`src/rtl/mem_bus_arbiter.sv`:
```
// Two-master round-robin arbiter and sequencer for the shared memory bus.
// One transaction at a time; stalled transfers abort after TIMEOUT not-ready cycles.
//
// state | meaning
// IDLE  | no grant; arbitrate among pending requests
// XFER  | owner's payload driven on the bus, waiting for bus_ready or timeout
// RESP  | done/err pulse to the owner; requests ignored for this cycle
module mem_bus_arbiter #(
  parameter int AW      = 32,
  parameter int DW      = 32,
  parameter int TIMEOUT = 16
) (
  input  logic          clk,
  input  logic          reset,

  input  logic          m0_req,
  input  logic          m0_we,
  input  logic [AW-1:0] m0_addr,
  input  logic [DW-1:0] m0_wdata,
  output logic          m0_gnt,
  output logic          m0_done,
  output logic          m0_err,
  output logic [DW-1:0] m0_rdata,

  input  logic          m1_req,
  input  logic          m1_we,
  input  logic [AW-1:0] m1_addr,
  input  logic [DW-1:0] m1_wdata,
  output logic          m1_gnt,
  output logic          m1_done,
  output logic          m1_err,
  output logic [DW-1:0] m1_rdata,

  output logic          bus_valid,
  output logic          bus_we,
  output logic [AW-1:0] bus_addr,
  output logic [DW-1:0] bus_wdata,
  input  logic [DW-1:0] bus_rdata,
  input  logic          bus_ready
);

  // A zero-width counter is illegal, so TIMEOUT=0 still keeps one bit.
  localparam int            CW    = (TIMEOUT > 0) ? $clog2(TIMEOUT + 1) : 1;
  localparam logic [CW-1:0] TLAST = CW'((TIMEOUT > 0) ? TIMEOUT - 1 : 0);

  typedef enum logic [1:0] {
    IDLE = 2'd0,
    XFER = 2'd1,
    RESP = 2'd2
  } state_t;

  state_t        state;
  logic          owner;
  logic          last_owner;
  logic          pick;
  logic          timed_out;
  logic          finish;
  logic [CW-1:0] tcnt;
  logic [DW-1:0] cap_data;

  // pick: 0 selects master 0, 1 selects master 1.
  always_comb begin
    pick = m1_req;
    if (m0_req && m1_req) begin
      pick = ~last_owner;
    end
  end

  // A ready in the same cycle as the limit wins: timed_out requires !bus_ready.
  assign timed_out = (TIMEOUT > 0) && !bus_ready && (tcnt == TLAST);
  assign finish    = bus_ready || timed_out;
  assign cap_data  = (bus_ready && !bus_we) ? bus_rdata : '0;

  always_ff @(posedge clk) begin
    if (reset) begin
      state      <= IDLE;
      owner      <= 1'b0;
      last_owner <= 1'b1;
      tcnt       <= '0;
      m0_gnt     <= 1'b0;
      m0_done    <= 1'b0;
      m0_err     <= 1'b0;
      m0_rdata   <= '0;
      m1_gnt     <= 1'b0;
      m1_done    <= 1'b0;
      m1_err     <= 1'b0;
      m1_rdata   <= '0;
      bus_valid  <= 1'b0;
      bus_we     <= 1'b0;
      bus_addr   <= '0;
      bus_wdata  <= '0;
    end else begin
      m0_done <= 1'b0;
      m0_err  <= 1'b0;
      m1_done <= 1'b0;
      m1_err  <= 1'b0;

      case (state)
        IDLE: begin
          if (m0_req || m1_req) begin
            owner      <= pick;
            last_owner <= pick;
            bus_valid  <= 1'b1;
            bus_we     <= pick ? m1_we    : m0_we;
            bus_addr   <= pick ? m1_addr  : m0_addr;
            bus_wdata  <= pick ? m1_wdata : m0_wdata;
            m0_gnt     <= ~pick;
            m1_gnt     <= pick;
            tcnt       <= '0;
            state      <= XFER;
          end
        end

        XFER: begin
          if (finish) begin
            bus_valid <= 1'b0;
            m0_gnt    <= 1'b0;
            m1_gnt    <= 1'b0;
            if (owner) begin
              m1_done  <= 1'b1;
              m1_err   <= ~bus_ready;
              m1_rdata <= cap_data;
            end else begin
              m0_done  <= 1'b1;
              m0_err   <= ~bus_ready;
              m0_rdata <= cap_data;
            end
            state <= RESP;
          end else begin
            tcnt <= tcnt + CW'(1);
          end
        end

        RESP: begin
          state <= IDLE;
        end

        default: begin
          state <= IDLE;
        end
      endcase
    end
  end

endmodule
```
`config.mk`:
```
export PLATFORM = sky130hd
export DESIGN_NAME = mem_bus_arbiter
export DESIGN_NICKNAME = d
export VERILOG_FILES = /design/src/rtl/mem_bus_arbiter.sv
export SDC_FILE = /design/constraint.sdc
export NUM_CORES = 1
export LEC_CHECK = 0
export CAP_MARGIN = 30
export CORE_MARGIN = 2
export CORE_UTILIZATION = 35
export DETAILED_ROUTE_END_ITERATION = 6
export GPL_TIMING_DRIVEN = 0
export PLACE_DENSITY = 0.76
export REMOVE_ABC_BUFFERS = 1
export SKIP_CTS_REPAIR_TIMING = 1
export SYNTH_ARGS = -nofsm -noshare
export SYNTH_HDL_FRONTEND = slang
export SYNTH_SLANG_ARGS = --single-unit
export TNS_END_PERCENT = 100
```
`constraint.sdc`:
```
create_clock -name clk -period 2 [get_ports clk]
set_clock_uncertainty 0.2 [all_clocks]
set_input_delay 0.3 -clock clk [delete_from_list [all_inputs] [get_ports clk]]
set_output_delay 0.3 -clock clk [all_outputs]
set_load 0.005 [all_outputs]
```
# After elaboration in Yosys (flattened, before gate mapping)
# Cells that the tools add are included.
# word_totals
elab_cells	66
out_inout_bits	136
n_memories	0
latchBits	0
rom_bits	0
ram_bits	0
reg_bits	145
in_bits	167
# op_classes
shifts	0
n_bitwise	6
n_addsub	1
n_mux	20
n_mul	0
n_reduce_logical	18
div	0
eq_ne	5
magnitude_cmp	0
# ops
operator	count
32-bit 2-to-1 mux	3
3-bit AND reduction	4
5-bit 2-to-1 mux	2
5-bit one-hot mux with 2 select lines	1
1-bit 2-to-1 mux	8
4-bit OR reduction	2
2-bit != test (second input constant)	3
1-bit NOT	6
1-bit one-hot mux with 2 select lines	3
5-bit by 1-bit adder with 5-bit output (second input constant)	1
5-bit by 4-bit == test with 1-bit output (second input constant)	1
2-bit 2-to-1 mux	2
2-bit one-hot mux with 2 select lines	1
2-bit AND reduction	2
1-bit logical AND	3
3-bit OR reduction	1
2-bit by 1-bit == test with 1-bit output (second input constant)	1
1-bit logical NOT	2
2-bit logical NOT	1
1-bit logical OR	2
2-bit nonzero test	1

# Logic depth before layout (Yosys ltp)
# logic_depth
ltp_word	5
depth_mapped	8
depth_no_buf	7

# Worst setup path before layout
# OpenSTA, ideal clock, no wires.
# synth_path
path_type	reg2reg
from	register tcnt[0]
to	register m1_rdata[0]
t_required_ns	1.684
arrival_ns	1.838
path_stages_with_launch	9
path_buffers	2
slack_ns	-0.153
setup_time_ns	0.116
period_less_slack_ns	2.153
path_cell_list	dfxtp_1 > ha_1 > and3_1 > ha_1 > o21ai_1 > buf_2 > buf_1 > nor3_1 > a31o_1
# synth_between
elab_chain_cells	4
# synth_rtl
item	line_no	text
start: declaration	58	logic [CW-1:0] tcnt;
start signal: assignment	130	tcnt <= tcnt + CW'(1);
5-bit by 4-bit == test with 1-bit output	70	assign timed_out = (TIMEOUT > 0) && !bus_ready && (tcnt == TLAST);
1-bit logical AND	70	
1-bit logical OR	71	assign finish = bus_ready || timed_out;
3-bit AND reduction (no line)	n/a	
end signal: assignment	122	m1_rdata <= cap_data;
end: declaration	32	output logic [DW-1:0] m1_rdata,
# No other way between the ends.
# A chain may end at the register's enable or synchronous reset.

# Worst setup path in the final report
# layout_path
from	register tcnt[1]
to	register m0_rdata[5]
# layout_between
elab_chain_cells	4
# layout_rtl
item	line_no	text
5-bit by 4-bit == test with 1-bit output	70	
1-bit logical AND	70	
1-bit logical OR	71	
3-bit AND reduction (no line)	n/a	
end signal: assignment	126	m0_rdata <= cap_data;
end: declaration	23	output logic [DW-1:0] m0_rdata,
# No other way between the ends.

==> flow_summary.yaml <==
clock_network:
  cts_tree: "done"
  cts.sinks: 145
  cts_root_buffer: "clkbuf_16"
  insertion_delay_ns: 0.41
  cts_buffers: 17
  htreeDepth: 4
  clockBufferDepth: 2
  clk_pin_slew_worst_paths_ns: 0.06
setup_path:
  r2r_slack_ns: -0.07
  cp_max_fo: 8
  reg2regPathDepth: 8
  rr_endpoint: "m0_rdata[5]"
  worstSetupStartpoint: "tcnt[1]"
  setup.worst_path.start_class: "register"
  critPathCapture: "m0_rdata[5]"
  arrival_ns: 2.20
  endpoint_kind: "register"
  required_ns: 2.13
  rr_startpoint: "tcnt[1]"
  critical_path_class: "reg -> reg"
die:
  die_w_um: 131
  fp-row-count: 46
  coreArea_mm2: 0.0159
  start_util_pct: 35.7
  dieArea_mm2: 0.0172
  die_h_um: 131
  pin_count: 303
sta:
  slew_headroom_pct: 49.6
  tightest_slew_ns: 0.754
  max_freq_ghz: 0.483
  fin_crit_ns: 2.07
  finalCritPeriodShare_pct: 104
  rsz0062_at_grt: "yes"
  report.final.slew_viol_count: 0
  setup_ws_ns: -0.0708
  fin_tns_setup_ns: -1.35
  finalHoldViolations: 0
  hold_ws_ns: 0.173
  setup_viol_count_final: 55
synth:
  seq_area_frac_synth_pct: 51.2
  syn-cell-area_mm2: 0.00567
  synth_edf_count: 0
  syn_avg_cell_area_um2: 9.47
  syn_inst: 599
  synth_top_area_cell: "dfxtp_1"
  yosys.area.top_type_share_pct: 51.2
  synthTopCellsByArea: "dfxtp_1, mux2i_1, nand2_1"
  ys_warn_count: 0
  async_flop_share_pct: 0
  ys_types: 33
  ys_ff_latch: 145
  synthFlopType: "dfxtp_1"
route:
  vias_per_cell: 4.94
  drt-initial-drc-count: 246
  drc_errors: 0
  wl_per_cell_um: 18.1
  drtAntennaViolNets: 0
  vias: 5666
  first_pass_iters: 4
  finalWirelength_um: 20800
global_routing:
  gr-total-overflow: 0
  grt_max_degree: 66
  grt_pass1_wl_um: 28700
  grt_pass1_vias: 5103
  antenna_found_initial: 1
  track_usage_pct: 21.0
worst_hold_path:
  hp-start: "bus_ready"
  hold_path.class: "in -> reg"
pwr:
  p_per_area_mw_per_mm2: 736
  ir_drop_uv: 544
  leakage_nw: 3.88
  total_power_mw: 7.53
placed_design:
  io_buffers: 302
  pre_cts_slack_ns: -0.907
  dp.cells: 1080
  detailedPlacementHpwl_um: 13700
  placed_area_mm2: 0.00903
  place_congestion: 0.789
finish:
  areaGrowthSynthToFinish_pct: 80.5
  n_antenna_cell: 0
  final_cells: 1146
  nFillCells: 1292
  final_util_pct: 64.4
  nets: 1086
  layout-drive-gt1-share_pct: 12.7
  post-route-cell-area_mm2: 0.0102
job:
  drv_cap: 0
outcome:
  status: "finished, violations left"
  violations: "setup timing"
-- layer usage --
metal / vias to the layer above / part of all wire [%] / global-route usage [%]
met2: 245 / 50 / 34.4
li1: 2736 / - / -
met1: 2658 / 39 / 24.9
met4: 2 / 1.8 / 6.40
met5: - / 0.063 / 0
met3: 25 / 9.4 / 9.26
-- synthesized netlist by cell type, types with 2 or more instances --
| library cell | number |
|---|---|
| dfxtp_1 | 145 |
| nand2_1 | 133 |
| mux2i_1 | 98 |
| o21ai_1 | 67 |
| nor3_1 | 34 |
| a31o_1 | 33 |
| buf_2 | 20 |
| clkbuf_1 | 19 |
| nor2_1 | 9 |
| buf_4 | 7 |
| a21oi_1 | 3 |
| o21ai_0 | 3 |
| a21boi_1 | 2 |
| and3_1 | 2 |
| buf_1 | 2 |
| ha_1 | 2 |
| inv_1 | 2 |
| nand3_1 | 2 |
| or2_1 | 2 |
-- worst max-delay path: stages (launching register included) --
cell and delay, ns:
dfxtp_2 0.36, ha_4 0.14, and3_4 0.19, ha_4 0.17, o21ai_4 0.10, buf_6 0.15
nor2_4 0.23, clkbuf_16 0.23, mux2i_1 0.21
-- layout make-up --
class | count | area [um2] | area share [%]
well taps | 216 | 270 | 2.64
inverters | 3 | 20.0 | 0.196
repair buffers | 345 | 3610 | 35.3
clock inverters | 11 | 80.1 | 0.782
multi-input cells | 405 | 2890 | 28.2
flip-flops and latches | 145 | 2910 | 28.4
clock buffers | 21 | 460 | 4.50
-- cell families after synthesis --
logic type      count (synthesis)  synth area share (%)
compound gates                114                  12.7
flops                         145                  51.2
xor+xnor                        1                 0.154
buf+inv                        51                  4.28
simple gates                  188                  13.9
mux                            98                  17.3
fa+ha+maj                       2                 0.441
-- worst min path at each step --
stage / depth (start not counted) / to / slack (ns)
finish: 2 / m0_err / 0.17
global route: 2 / m0_err / 0.20
CTS: 2 / bus_wdata[29] / 0.25
detailed placement: 2 / bus_addr[23] / 0.24
global placement: 2 / bus_addr[2] / 0.23
floorplan: 1 / tcnt[4] / 0.17
-- registers in the layout, indices dropped and copies added, names as in the netlist, 2 cells and up --
register   cells
m0_rdata      32
m1_rdata      32
bus_addr      32
tcnt           5
state          2
bus_wdata     32
-- power by group --
group / leakage [nW] / internal (mW) / switching (mW)
sequential: 1.18 / 3.06 / 0.0944
combinational: 2.43 / 0.856 / 0.597
clock: 0.256 / 1.66 / 1.27
total: 3.88 / 5.57 / 1.96
-- cells in the final DEF, fill, tap and decap left out, drive strengths merged, types with 2 or more instances in the layout --
cell type      instances
clkdlybuf4s50        300
dfxtp                145
nand2                133
mux2i                 98
o21ai                 70
buf                   39
nor3                  34
a31o                  33
clkbuf                25
nor2                   9
clkinvlp               5
inv                    5
clkinv                 4
nand3                  4
a21oi                  4
or2                    2
ha                     2
dlymetal6s2s           2
and3                   2
a21boi                 2
(Power assumes the default switching activity.)
